### src/rtl/in_reg_bank.sv
// in_reg_bank: multi-channel pad input register bank.
// Each channel runs the pad input through a synchroniser chain, an optional
// hold-fix retiming flop, a consecutive-sample glitch filter and rise/fall
// edge pulse generation. A per-channel bypass shows the raw pad value on IQZ.
module in_reg_bank #(
  parameter int unsigned      WIDTH       = 8,
  parameter int unsigned      SYNC_STAGES = 2,
  parameter int unsigned      FILTER_LEN  = 3,
  parameter logic [WIDTH-1:0] RESET_VAL   = {WIDTH{1'b0}}
) (
  input  logic             IQC,
  input  logic             QRT_N,
  input  logic             IQE,
  input  logic [WIDTH-1:0] ISEL,
  input  logic [WIDTH-1:0] FIXHOLD,
  input  logic [WIDTH-1:0] A2F,
  output logic [WIDTH-1:0] IQZ,
  output logic [WIDTH-1:0] RISE,
  output logic [WIDTH-1:0] FALL
);

  // Counter wide enough for 0..FILTER_LEN-1; a FILTER_LEN of 1 still gets one bit.
  localparam int unsigned    CW      = (FILTER_LEN > 1) ? $clog2(FILTER_LEN) : 1;
  localparam logic [CW-1:0]  CNT_MAX = CW'(FILTER_LEN - 1);

  logic [WIDTH-1:0] sync_out_s;
  logic [WIDTH-1:0] hold_d, hold_q;
  logic [WIDTH-1:0] samp_s;
  logic [WIDTH-1:0] filt_d, filt_q;
  logic [WIDTH-1:0] rise_d, rise_q;
  logic [WIDTH-1:0] fall_d, fall_q;
  logic [CW-1:0]    cnt_d [WIDTH];
  logic [CW-1:0]    cnt_q [WIDTH];

  // Synchroniser chain; free-running so settling time never depends on IQE.
  if (SYNC_STAGES == 0) begin : g_nosync
    assign sync_out_s = A2F;
  end else begin : g_sync
    logic [WIDTH-1:0] sync_d [SYNC_STAGES];
    logic [WIDTH-1:0] sync_q [SYNC_STAGES];

    // Shift the pad value one stage down the chain each edge.
    always_comb begin
      sync_d[0] = A2F;
      for (int i = 1; i < SYNC_STAGES; i++) begin
        sync_d[i] = sync_q[i-1];
      end
    end

    // Synchroniser flops.
    always_ff @(posedge IQC or negedge QRT_N) begin
      if (!QRT_N) begin
        for (int i = 0; i < SYNC_STAGES; i++) begin
          sync_q[i] <= RESET_VAL;
        end
      end else begin
        for (int i = 0; i < SYNC_STAGES; i++) begin
          sync_q[i] <= sync_d[i];
        end
      end
    end

    assign sync_out_s = sync_q[SYNC_STAGES-1];
  end

  // Hold-fix flop always samples the chain so FIXHOLD can switch without losing data.
  always_comb begin
    hold_d = sync_out_s;
  end

  // Hold-fix retiming flop.
  always_ff @(posedge IQC or negedge QRT_N) begin
    if (!QRT_N) begin
      hold_q <= RESET_VAL;
    end else begin
      hold_q <= hold_d;
    end
  end

  assign samp_s = (FIXHOLD & hold_q) | (~FIXHOLD & sync_out_s);

  // Glitch filter: a differing sample must persist FILTER_LEN enabled edges.
  always_comb begin
    filt_d = filt_q;
    rise_d = {WIDTH{1'b0}};
    fall_d = {WIDTH{1'b0}};
    for (int i = 0; i < WIDTH; i++) begin
      cnt_d[i] = cnt_q[i];
      if (IQE) begin
        if (samp_s[i] == filt_q[i]) begin
          cnt_d[i] = {CW{1'b0}};
        end else if (cnt_q[i] == CNT_MAX) begin
          filt_d[i] = samp_s[i];
          cnt_d[i]  = {CW{1'b0}};
          rise_d[i] = samp_s[i];
          fall_d[i] = ~samp_s[i];
        end else begin
          cnt_d[i] = cnt_q[i] + CW'(1);
        end
      end else begin
        cnt_d[i] = cnt_q[i];
      end
    end
  end

  // Filter value, persistence counters and edge-pulse registers.
  always_ff @(posedge IQC or negedge QRT_N) begin
    if (!QRT_N) begin
      filt_q <= RESET_VAL;
      rise_q <= {WIDTH{1'b0}};
      fall_q <= {WIDTH{1'b0}};
      for (int i = 0; i < WIDTH; i++) begin
        cnt_q[i] <= {CW{1'b0}};
      end
    end else begin
      filt_q <= filt_d;
      rise_q <= rise_d;
      fall_q <= fall_d;
      for (int i = 0; i < WIDTH; i++) begin
        cnt_q[i] <= cnt_d[i];
      end
    end
  end

  // Bypassed channels show the pad directly and suppress their pulses.
  assign IQZ  = (ISEL & A2F) | (~ISEL & filt_q);
  assign RISE = rise_q & ~ISEL;
  assign FALL = fall_q & ~ISEL;

endmodule

### config.mk
export PLATFORM = sky130hd
export DESIGN_NAME = in_reg_bank
export DESIGN_NICKNAME = d
export VERILOG_FILES = /design/src/rtl/in_reg_bank.sv
export SDC_FILE = /design/constraint.sdc
export NUM_CORES = 1
export LEC_CHECK = 0
export CORE_MARGIN = 2
export CORE_UTILIZATION = 30
export DETAILED_ROUTE_END_ITERATION = 10
export SLEW_MARGIN = 5
export SYNTH_ARGS = -nofsm -noshare
export SYNTH_HDL_FRONTEND = slang
export SYNTH_SLANG_ARGS = --single-unit
### constraint.sdc
create_clock -name IQC -period 1.6 [get_ports IQC]
set_clock_uncertainty 0.1 [all_clocks]
set_input_delay 0.48 -clock IQC [delete_from_list [all_inputs] [get_ports IQC]]
set_output_delay 0.48 -clock IQC [all_outputs]
set_load 0.005 [all_outputs]
Word level (Yosys, flattened, before mapping)
Cells that the tools add are included.
{"block": "op_classes", "addsub": 8, "n_eq_ne": 16, "n_mux": 64, "bitwise_logic": 26, "reduce_logical": 8}
{"cell": "$and A8 B8 Y8", "n": 6}
{"cell": "$mux W1", "n": 48}
{"cell": "$mux W2", "n": 16}
{"cell": "$reduce_and A3 Y1", "n": 8}
{"cell": "$add A2 B1 Y2 const B", "n": 8}
{"cell": "$eq A2 B2 Y1 const B", "n": 8}
{"cell": "$not A1 Y1", "n": 16}
{"cell": "$not A8 Y8", "n": 2}
{"cell": "$or A8 B8 Y8", "n": 2}
{"cell": "$eq A1 B1 Y1", "n": 8}
{"block": "word_totals", "regBits": 64, "inputBits": 27, "out_inout_bits": 24, "word_cells": 143}

Longest topological paths before layout
{"block": "logic_depth", "word_depth": 7, "ltp_mapped": 4, "mapped_depth_nobuf": 3}

Worst setup path before layout
Ideal clock, no wire load.
{"block": "synth_timing", "path_type": "input to output", "from": "input port ISEL[0]", "to": "output port IQZ[0]", "arrival_time_ns": 0.794, "required_time_ns": 1.020, "setup_slack_ns": 0.226, "stages": 1, "n_path_buf": 0, "path_cell_list": "mux2_2"}
{"block": "synth_via", "elab_chain_cells": 3}
{"element": "from (decl)", "line_no": "14", "text": "input logic [WIDTH-1:0] ISEL,"}
{"element": "$not A8 Y8", "line_no": "126", "text": "assign IQZ = (ISEL & A2F) | (~ISEL & filt_q);"}
{"element": "$and A8 B8 Y8", "line_no": "126"}
{"element": "$or A8 B8 Y8 (*)", "line_no": "126"}
{"element": "to (decl)", "line_no": "17", "text": "output logic [WIDTH-1:0] IQZ,"}
Every way passes the cells marked *; elsewhere a longest branch is shown, timed or not.

Final worst setup path
{"block": "layout_timing", "from": "input port ISEL[1]", "to": "output port IQZ[1]"}
The elaborated chain is that of the path after synthesis.

==> metrics.txt <==
CP max FO=3; Switch Pwr=between 0.001 and 0.0015 W; worst vdd ir=a little over 0.5 mV; Routed Antenna Nets=0; share of the synthesized area in the top cell type=0.6290; Placement Rows=33; DR vias=~1.7k; vias per cell=around 4.3; max cap viols=0; initial DRC count=37; leakage=roughly 1.8 nW; switching share of power=0.2744; FF+latch count, synth=64; Die Ht=~96 microns; global-route wire length before repair=about 7400 microns; Clock Path Buffers=2; Worst R2R Start=filt_q[0]; mean post-synth cell area=between 10 and 15 sq um; CP max stage delay=0.31 ns; Worst Hold Class=primary input to async pin; Final Cell Area=0.003538 sq mm; RSZ-0062 raised after global routing=yes; Slew Viols, Final=0; Post-Syn Instances=~200; R2R depth=5; Max stage delay cell, worst path=mux2_4; area of the multi-input gates=about 860 sq um; worst endpoint data arrival time=1.12 ns; FF-to-FF setup slack=roughly 0.36 ns; critical path, cell by cell=clkdlybuf4s15_2, mux2_4, buf_6; DP HPWL=approximately 2900 microns; RePlAce Congestion=between 0.6 and 0.7; Cell Int Power=0.003474 W; Layout Nets=around 320; commonest non-fill, non-tap cell in the layout=dfrtp_1; GRT overflow=0; Worst Setup EP=IQZ[1]; Reg power frac=0.438; TritonCTS clock tree=yes; Yosys cell types=17; Final Cycle Share=1.060; drt total wl=~4300 microns; clock-pin slew on the worst setup and hold paths=0.06 ns; Hold Violations, Final=0; cell taking the most area after synthesis=dfrtp_1; Design Power=between 0.004 and 0.005 W; port bufs=50; Max Freq=~600 MHz; clock root buffer=clkbuf_8; most frequent cells in the layout=dfrtp_1 (64), buf_4 (31), inv_1 (24), buf_2 (24); register area=0.001602 sq mm; Hold Buf Count CTS=0; Fillers=770; violated checks=negative setup slack; Setup crit start=ISEL[1]; Die ar.=between 0.009 and 0.01 sq mm; share of cells above drive strength 1=0.3300; initial cell density of the core=0.3099; synth top area cells=dfrtp_1 (63%), mux2i_4 (5.3%), nor2b_1 (3.9%); H-tree depth=3; worst skew pair latency=about 0.33 ns; I/O Pins=around 50; vias in the first global route=around 1.7k; Ys Warns=0; Critical Path RT=between 1 and 1.5 ns; Rel. slew slack=0.7813; clock power share=0.286; synthesized area=around 0.0025 sq mm; Die Wd=96.13 microns; PD cells=1353 mW/mm^2; largest net degree at the start of global routing=65; antenna cells=0; sequential area share after synthesis=0.6290; Critical Path Start Type=primary input; combinational share of power=0.276; Final WS setup=-0.09551 ns; Crit. End Element=output pin; Total GRT Usage=0.1052; Core Area=a little over 0.008 sq mm; Post-Place Cell Area=0.003369 sq mm; DR DRC count=0; Avg WL per Cell=between 10 and 15 microns; critical path type=primary input to output pin; Tmin final=~1.7 ns; worst-margin pin slew=0.3281 ns; CTS Sinks=64; CTS buffer count=9; status=finished, violations left; initial antenna violation count=0; Setup Viol. Count Final=8; syn_nets=231; r2r endpoint=cnt_q[14]; area grow syn2layout=38.97%; iteration count of the initial detailed-routing pass=4
==> what timing repair did <==
| item | in CTS | in global routing |
|---|---|---|
| buffers inserted | 1 | 6 |
| resized for setup | 137 | 13 |
| setup endpoints to repair | 24 | 18 |
==> state kept, by name, indices dropped and copies added (netlist names) <==
register,count
cnt_q,16
fall_q,8
filt_q,8
g_sync.sync_d,8
hold_d,8
hold_q,8
rise_q,8
==> synthesized netlist by cell type <==
cell type,instances
and3_1,8
buf_2,1
buf_4,2
buf_6,1
dfrtp_1,64
inv_1,24
mux2_2,8
mux2i_2,2
mux2i_4,6
nand2_1,8
nand3_1,16
nand3b_1,8
nor2b_1,16
nor3_1,8
o21ai_0,8
o22ai_1,16
xor2_1,8
==> worst min-delay path by stage <==
stage,slack (ns),cells past startpoint,startpoint,to
after floorplan,0.08,0,QRT_N,cnt_q[0]
after global placement,0.23,0,g_sync.sync_d[3],hold_d[3]
after detailed placement,0.24,0,g_sync.sync_d[4],hold_d[4]
after CTS,0.05,2,QRT_N,hold_d[5]
after global routing,0.07,2,QRT_N,hold_q[5]
final,0.06,2,QRT_N,hold_d[5]
==> kinds of logic (layout without fill, tap and decap cells) <==
group,after synthesis,in the layout,synth area share
simple gates,64,64,0.1415
xor+xnor,8,8,0.02752
flops,64,64,0.6290
compound gates,24,24,0.05504
mux,16,16,0.09927
buf+inv,28,124,0.04766
==> through the flow <==
| stage | setup slack [ns] | util | TNS (ns) | cells | hold slack (ns) |
|---|---|---|---|---|---|
| final | -0.09551 | 0.4306 | -0.5883 | 405 | 0.06165 |
| after CTS | -0.1110 | 0.4232 | -0.7203 | 399 | 0.05434 |
| after detailed placement | -0.7684 | 0.4101 | -21.62 | 382 | 0.2381 |
| after global placement | -0.7362 | 0.4101 | -20.91 | 382 | 0.2334 |
| after floorplan | 0.2257 | - | 0 | 204 | 0.08441 |
| after global routing | -0.1342 | 0.4306 | -0.8925 | 405 | 0.06902 |
==> critical path, delay by kind of cell <==
family   cells  cell delay [ns]
buf+inv      2             0.33
mux          1             0.31
==> metal layers <==
metal  up-vias  track usage  share of wire
met5         -            0              0
met4         0      0.05357          0.014
met3         6      0.03289          0.051
met2        40       0.1638           0.48
met1       831       0.1314           0.45
li1        870            -              -
==> cell type report <==
cell class	count	area share
inverters	24	0.02546
clock inverters	3	0.01132
clock buffers	13	0.04491
multi-input cells	112	0.2433
repair buffers	84	0.1853
flip-flops and latches	64	0.4526
well taps	105	0.03713
==> power groups by stage <==
stage                     combinational (W)  clock [W]  sequential [W]
after floorplan                    0.000635          0         0.00214
after global placement              0.00117          0         0.00211
after detailed placement            0.00120          0         0.00212
after CTS                           0.00119    0.00143         0.00210
after global routing                0.00150    0.00151         0.00214
final                               0.00132    0.00137         0.00210
Note: power is estimated with default switching activity, not from simulation.
